$ cat src/rtl/add_pkg.sv
// Shared constants and state encoding for the adder-result accumulator.
package add_pkg;

  localparam int ACC_W_DEF = 12;
  localparam int CNT_W_DEF = 9;
  localparam int BEAT_W    = 5;

  typedef enum logic [1:0] {
    IDLE  = 2'd0,
    ACCUM = 2'd1,
    HOLD  = 2'd2
  } state_e;

endpackage

$ cat src/rtl/add_accum.sv
// Accumulates a frame of 5-bit adder results ({carry,out}) into a wrapping sum
// and presents total, beat count and sticky overflow over a valid/ready port.
//
// state | meaning
// IDLE  | waiting for start with a non-zero frame length
// ACCUM | accepting beats until the latched length is reached
// HOLD  | result presented, waiting for acc_ready
module add_accum
  import add_pkg::*;
#(
  parameter int ACC_W = ACC_W_DEF,
  parameter int CNT_W = CNT_W_DEF
) (
  input  logic             clk,
  input  logic             rst,
  input  logic             start,
  input  logic [CNT_W-1:0] frame_len,
  input  logic             in_valid,
  output logic             in_ready,
  input  logic [3:0]       in_sum,
  input  logic             in_carry,
  output logic             acc_valid,
  input  logic             acc_ready,
  output logic [ACC_W-1:0] acc_sum,
  output logic [CNT_W-1:0] acc_count,
  output logic             acc_ovf,
  output logic             busy
);

  state_e           state_q, state_d;
  logic [ACC_W-1:0] acc_q, acc_d;
  logic [CNT_W-1:0] cnt_q, cnt_d;
  logic [CNT_W-1:0] len_q, len_d;
  logic             ovf_q, ovf_d;

  logic [ACC_W:0]   beat_ext;
  logic [ACC_W:0]   sum_ext;
  logic [CNT_W-1:0] cnt_inc;
  logic             accept;

  assign beat_ext = {{(ACC_W + 1 - BEAT_W){1'b0}}, in_carry, in_sum};
  // Extra top bit of the sum is the carry-out of the accumulator MSB.
  assign sum_ext  = {1'b0, acc_q} + beat_ext;
  assign cnt_inc  = cnt_q + {{(CNT_W-1){1'b0}}, 1'b1};
  assign accept   = in_valid && in_ready;

  always_ff @(posedge clk) begin
    if (rst) begin
      state_q <= IDLE;
      acc_q   <= '0;
      cnt_q   <= '0;
      len_q   <= '0;
      ovf_q   <= 1'b0;
    end else begin
      state_q <= state_d;
      acc_q   <= acc_d;
      cnt_q   <= cnt_d;
      len_q   <= len_d;
      ovf_q   <= ovf_d;
    end
  end

  always_comb begin
    state_d = state_q;
    acc_d   = acc_q;
    cnt_d   = cnt_q;
    len_d   = len_q;
    ovf_d   = ovf_q;
    case (state_q)
      IDLE: begin
        if (start && (frame_len != '0)) begin
          len_d   = frame_len;
          acc_d   = '0;
          cnt_d   = '0;
          ovf_d   = 1'b0;
          state_d = ACCUM;
        end
      end
      ACCUM: begin
        if (accept) begin
          acc_d = sum_ext[ACC_W-1:0];
          ovf_d = ovf_q | sum_ext[ACC_W];
          cnt_d = cnt_inc;
          if (cnt_inc == len_q) state_d = HOLD;
        end
      end
      HOLD: begin
        if (acc_ready) state_d = IDLE;
      end
      default: state_d = IDLE;
    endcase
  end

  assign in_ready  = (state_q == ACCUM);
  assign acc_valid = (state_q == HOLD);
  assign busy      = (state_q == ACCUM) || (state_q == HOLD);
  assign acc_sum   = acc_q;
  assign acc_count = cnt_q;
  assign acc_ovf   = ovf_q;

endmodule
$ cat config.mk
export PLATFORM = sky130hd
export DESIGN_NAME = add_accum
export DESIGN_NICKNAME = d
export VERILOG_FILES = /design/src/rtl/add_pkg.sv /design/src/rtl/add_accum.sv
export SDC_FILE = /design/constraint.sdc
export NUM_CORES = 1
export LEC_CHECK = 0
export CAP_MARGIN = 15
export CORE_MARGIN = 4
export CORE_UTILIZATION = 30
export CTS_CLUSTER_SIZE = 8
export DETAILED_ROUTE_END_ITERATION = 8
export DONT_BUFFER_PORTS = 1
export GPL_TIMING_DRIVEN = 0
export SETUP_SLACK_MARGIN = 0.1
export SYNTH_ARGS = -nofsm -noshare
export SYNTH_HDL_FRONTEND = slang
export SYNTH_SLANG_ARGS = --single-unit
$ cat constraint.sdc
create_clock -name clk -period 4.21 [get_ports clk]
set_input_delay 0.2105 -clock clk [delete_from_list [all_inputs] [get_ports clk]]
set_output_delay 0.2105 -clock clk [all_outputs]
set_load 0.02 [all_outputs]
==> results by group, run 1 <==
Status
  • Outcome: finished clean

Clock tree
  • Htree depth: 2
  • Num CTS Buffers: 5
  • Post-CTS setup buffer count: 0
  • Post-CTS sizing: 0
  • Longest Clk Path Bufs: 2
  • Hold_buf cts: 0
  • CTS root buffer: clkbuf_8
  • Clock net sink count: 33
  • Worst-Skew Late Latency: roughly 0.30 ns
  • Clk slew on worst S/H paths: 0.08 ns
  • CTS tree: done

Yosys
  • Largest family of logic cells by synthesized area: simple AND/OR/NAND/NOR gates
  • Top-count cell post-synth: dfxtp_1
  • Synthesized Nets: 270
  • Post-synthesis simple-gate area fraction: ~25%
  • Ys Warns: 0
  • Ys flop type: dfxtp_1
  • Number of synthesized flops with an enable pin: 0
  • Synth Area in Compound Gates: 20.2%
  • Unique cell type count in the Yosys netlist: 56
  • Yosys top cell area share: 33.2%
  • Post-synthesis cell area: approximately 0.0020 mm^2
  • Post-synthesis cell count: 241
  • Adder-cell share of the synthesized area: 6.66%
  • Ranking of synthesized cells by area: dfxtp_1 (33%), ha_1 (5.7%), a21oi_1 (5.3%)
  • Seq cells post-synth: 33
  • List of most frequent post-synthesis cells: dfxtp_1 (33), a21oi_1 (21), nor2_1 (21)
  • Seq/Total Area, Yosys: between 30% and 40%
  • Area leader, netlist: dfxtp_1
  • Avg Inst Size Synth: 8.27 um^2
  • Async set or reset register ratio after synthesis: 0%
  • XOR/XNOR Fraction of Synth Area: 7.91%
  • Mux cell area share after synthesis: 1.51%

Timing
  • RSZ-0062 raised after global routing: false
  • Tcrit/Tclk final: about three fifths
  • Setup-failing EPs final: 0
  • Final hold vios: 0
  • Setup TNS: 0 ns
  • Slew Viols, Final: 0
  • Worst-Margin Slew: 0.658 ns
  • Tmin final: 2.46 ns
  • Rel. slew slack: 56.0%
  • Clk_skew: about 0.010 ns
  • Max Clk Rate: 407 MHz

Routing
  • Iter 0 DRT Violations: 130
  • Via/cell ratio: 5.40
  • WL final: 5.22 mm
  • Total number of vias: between 1.5k and 2k
  • DRC Markers: 0
  • Post-route ant nets: 0
  • Wire per inst: 16.0 um
  • DRT Pass-1 Iters: 4

Run
  • Max cap viols: 0

Global routing
  • Largest net degree at the start of global routing: 13
  • Vias in the first global route: approximately 1.8k
  • Gr usage total: 13.7%
  • Grt ovf: 0
  • First-pass GRT wire length: 8.52 mm
  • Antenna violations before repair: 0

Floorplanning
  • Starting Density: 31.2%
  • Die W: 89.5 um
  • Core ar.: 0.00639 mm^2
  • Die ar.: 0.00801 mm^2
  • Die H: 89.5 um
  • Top Ports: 44
  • Site Rows: 29

Placed design
  • IO buf count: 0
  • Area post-placement: about 0.0021 mm^2
  • GPL Wtd Cong: between 0.8 and 0.9
  • DPL Wire Length: 3.94 mm

Power and ir drop
  • Power Total: about 1.0 mW
  • PD cells: 475 mW/mm^2
  • Leakage: 0.810 nW
  • Worst VDD drop: about 140 uV

Critical path
  • CP arrival: approximately 2.6 ns
  • Launch point of the worst path: acc_sum[0]$_SDFFE_PP0P_
  • R2R depth: 9
  • FF-to-FF setup slack: 1.75 ns
  • Crit path cell chain: ha_1 > inv_1 > fa_1 > nor2b_1 > o21ai_0 > a21boi_0 > o211ai_1 > xor2_1 > nor2_1
  • Critical R2R Launch: acc_sum[0]$_SDFFE_PP0P_
  • Element type at the critical path end: register
  • CP max FO: 5
  • CP max stage cell: a21boi_0
  • Crit path required time: 4.36 ns
  • Setup CP Type: register to register
  • Startpoint Class: register
  • Max incr delay on CP: 0.50 ns
  • End point of the critical path: acc_sum[6]$_SDFFE_PP0P_
  • RR Endpoint: acc_sum[6]$_SDFFE_PP0P_

Cells and area
  • Area growth syn-to-layout: 10.6%
  • Fill count: 696
  • Final #Nets: 277
  • Final Cell Area: 0.00220 mm^2
  • Ant diodes: 0
  • Storage element area: ~660 um^2
  • Area of the multi-input gates: roughly 0.0012 mm^2
  • Layout cells sized above 1: about 9%

Worst hold path
  • Worst hold path type: primary input to register
## cell type report
class                      instances  area share (%)
clock inverter                     3            2.10
buffer                            11            2.90
tap                               77            4.37
clock buffer                       5            3.12
multi-input combinational        186            55.7
inverter                          11            1.87
sequential                        33            30.0
## through the flow
stage          util [%]  hold slack (ns)  instances  setup WS, ns
2_1_floorplan         -            0.354        241          2.13
3_3_place_gp       32.7            0.360        318          1.88
3_5_place_dp       32.7            0.374        318          1.84
4_1_cts            34.5           0.0688        326          1.81
5_1_grt            34.5           0.0755        326          1.60
6_report           34.5           0.0655        326          1.75
## routing by layer
metal | vias to the layer above | share of wire [%] | track usage, %
met5 | - | 0 | 0
met4 | 0 | 1.4 | 4.33
met3 | 6 | 7.4 | 5.44
met2 | 37 | 46 | 21.7
met1 | 842 | 45 | 17.0
li1 | 877 | - | -
## worst min path at each step
stage	startpoint	cells after the start	to	slack [ns]
after global placement	frame_len[6]	2	len_q[6]$_SDFFE_PP0P_	0.36
after floorplan	frame_len[5]	2	len_q[5]$_SDFFE_PP0P_	0.35
after global routing	frame_len[0]	2	len_q[0]$_SDFFE_PP0P_	0.08
after detailed placement	frame_len[5]	2	len_q[5]$_SDFFE_PP0P_	0.37
after CTS	frame_len[6]	2	len_q[6]$_SDFFE_PP0P_	0.07
final	frame_len[5]	2	len_q[5]$_SDFFE_PP0P_	0.07
## critical path, delay by kind of cell (launching register included)
kind                       cells  cell delay, ns
xor gates and xnor gates       1            0.18
adders and majority gates      2            0.61
DFF                            1            0.48
buffers and inverters          1            0.05
AOI/OAI and AO/OA              3            0.80
and+or+nand+nor                2            0.18
## sequential cells by signal, summed over array words and instances, names as in the netlist
signal / flops
acc_ovf: 1
acc_count: 9
len_q: 9
acc_sum: 12
state_q: 2
## cells by family after synthesis
group | count (synthesis)
adder cells (fa/ha/maj) | 10
XOR/XNOR | 18
AND/OR/NAND/NOR | 96
buffers and inverters | 22
flip-flops | 33
multiplexers | 3
AO/OA/AOI/OAI | 59
## placed cells by master (no fill, tap or decap), types with 3 or more instances in the layout
master	instances
dfxtp_1	33
nand2_1	18
nor2_1	21
ha_1	9
a21oi_1	21
a21o_1	3
nand3_1	15
buf_2	3
and2_1	4
o211ai_1	4
xnor2_1	9
nand2b_1	3
nand3b_1	4
and3_1	4
nor2b_1	3
o21ai_0	6
clkbuf_8	5
nor3b_1	3
xor2_1	9
mux2i_1	3
clkbuf_1	5
nor4_1	4
o32ai_1	3
nor3_1	7
inv_1	11
## report_power, final
part	internal [mW]	switching [mW]
logic	0.131	0.224
registers	0.339	0.0409
clock network	0.177	0.134
Note: power is estimated with default switching activity, not from simulation.
==> run 2, diff against run 1 <==
==> constraint.sdc (replaced) <==
create_clock -name clk -period 2.25 [get_ports clk]
set_input_delay 0.1125 -clock clk [delete_from_list [all_inputs] [get_ports clk]]
set_output_delay 0.1125 -clock clk [all_outputs]
set_load 0.02 [all_outputs]
==> run 2 against run 1 <==
Compared with the run above:
- the run now ends with negative hold slack left
- global-route usage is 0.21 points higher
- first-iteration DRC count is 19% lower
- design area is 6.5% higher
- combinational power is 98% higher
- total power is 91% higher
- sequential power is 89% higher
- critical path depth is 2 lower
- worst hold slack worse by 0.067 ns
- clock skew is 0.0022 ns lower
- clock-buffer cell count stayed put
- die area stayed put
- non-clock buffer count is 8 higher
- critical path type unchanged
==> results by group, run 2 (synthesis results as in run 1) <==
Routing
  • DRT Pass-1 Iters: 4
  • DRC Markers: 0
  • Post-route ant nets: 0
  • WL final: 5.28 mm
  • Iter 0 DRT Violations: about 110
  • Wire per inst: 15.8 um
  • Total number of vias: roughly 1.8k
  • Via/cell ratio: 5.41

Floorplanning
  • Top Ports: 44
  • Die W: approximately 89 um
  • Site Rows: 29
  • Die H: just under 90 um
  • Die ar.: 0.00801 mm^2
  • Starting Density: 31.2%
  • Core ar.: between 0.006 and 0.007 mm^2

Critical path
  • FF-to-FF setup slack: about 0.21 ns
  • Launch point of the worst path: acc_count[2]$_SDFFE_PP0P_
  • CP arrival: 2.22 ns
  • Crit path required time: between 2 and 2.5 ns
  • Critical R2R Launch: acc_count[2]$_SDFFE_PP0P_
  • R2R depth: 7
  • Setup CP Type: register to register
  • Startpoint Class: register
  • Element type at the critical path end: register
  • CP max FO: 9

Global routing
  • Largest net degree at the start of global routing: 13
  • Grt ovf: 0
  • First-pass GRT wire length: 8.70 mm
  • Vias in the first global route: 1,819
  • Antenna violations before repair: 0
  • Gr usage total: between 10% and 20%

Clock tree
  • Worst-Skew Late Latency: 0.29 ns
  • Longest Clk Path Bufs: 2
  • CTS root buffer: clkbuf_8
  • Num CTS Buffers: 5
  • CTS tree: done
  • Post-CTS setup buffer count: 0
  • Clk slew on worst S/H paths: 0.08 ns
  • Htree depth: 2
  • Clock net sink count: 33

Cells and area
  • Largest register FFs: 12
  • Ant diodes: 0
  • Most common cell after layout, fill and taps aside: dfxtp_1
  • Layout cells sized above 1: 14.0%
  • Finished Layout Cells: roughly 330
  • Final #Nets: 285
  • Commonest non-fill, non-tap cells in the layout: dfxtp_1 (24), nor2_1 (21), a21oi_1 (21)
  • Area growth syn-to-layout: 17.8%

Placed design
  • Worst slack, placed: -0.123 ns
  • DP Cell Count: 318
  • DPL Wire Length: 3.94 mm
  • GPL Wtd Cong: ~0.86
  • IO buf count: 0

Timing
  • RSZ-0062 raised after global routing: true
  • Setup-failing EPs final: 0
  • Slew Viols, Final: 0
  • Max Clk Rate: roughly 490 MHz
  • Worst hold margin: -0.00155 ns
  • Tcrit/Tclk final: 90.6%
  • Clk_skew: 0.00819 ns
  • Rel. slew slack: 60.5%
  • Final hold vios: 1
  • Setup TNS: 0 ns
  • PnR worst setup slack: about 0.21 ns
  • Worst-Margin Slew: 0.592 ns
  • Tmin final: around 2 ns

Status
  • Failing checks: negative hold slack
  • Outcome: finished with violations

Power and ir drop
  • Leakage: between 0.8 and 0.9 nW
  • PD cells: 851 mW/mm^2
  • Power Total: 2.00 mW
  • Worst VDD drop: 262 uV

Run
  • Max cap viols: 0

Worst hold path
  • Hold depth: 2
  • Hold wc startpoint: frame_len[8]
  • Worst hold path type: primary input to register
-- run 2: worst max-delay path, stage by stage (launching register included) --
cell      delay [ns]
dfxtp_2         0.41
buf_6           0.16
nand3_4         0.12
or4_1           0.51
nand3_1         0.12
o211ai_1        0.15
a22o_1          0.24
a211o_1         0.23
-- run 2: timing repair --
action,in CTS,in global routing
hold buffers,8,0
endpoints found under the hold margin,8,0
setup endpoints to repair,11,17
gates resized for setup,10,14
pin swaps,0,2
-- run 2: path summary, 6_finish.rpt --
kind                                  end
setup / recovery  state_q[0]$_SDFFE_PP0P_
hold / removal      len_q[8]$_SDFFE_PP0P_
setup reg to reg  state_q[0]$_SDFFE_PP0P_
hold reg to reg     len_q[0]$_SDFFE_PP0P_
-- run 2: layout make-up --
class,instances,area (um^2)
Fill cell,674,4040
Multi-Input combinational cell,186,1260
Sequential cell,33,677
Tap cell,77,96.3
Timing Repair Buffer,8,80.1
Buffer,11,75.1
Clock buffer,5,68.8
Clock inverter,3,46.3
Inverter,11,41.3
-- run 2: through the flow --
step                util, %  cell area (um^2)
detailed placement     32.7              2090
CTS                    36.1              2300
floorplan                 -              1990
global placement       32.7              2090
global route           36.8              2350
finish                 36.8              2350
-- run 2: report_power, final --
group	internal (mW)	leakage, nW	switching (mW)
Sequential	0.639	0.273	0.0786
Clock	0.332	0.0543	0.248
Combinational	0.271	0.528	0.429
Total	1.24	0.856	0.756
-- run 2: metal layers --
metal / vias to the layer above / track usage (%) / wire length [um]
met5: - / 0 / 0
met4: 0 / 4.06 / 74
met3: 6 / 5.35 / 466
met2: 47 / 22.0 / 2500
met1: 861 / 17.5 / 2250
li1: 892 / - / -
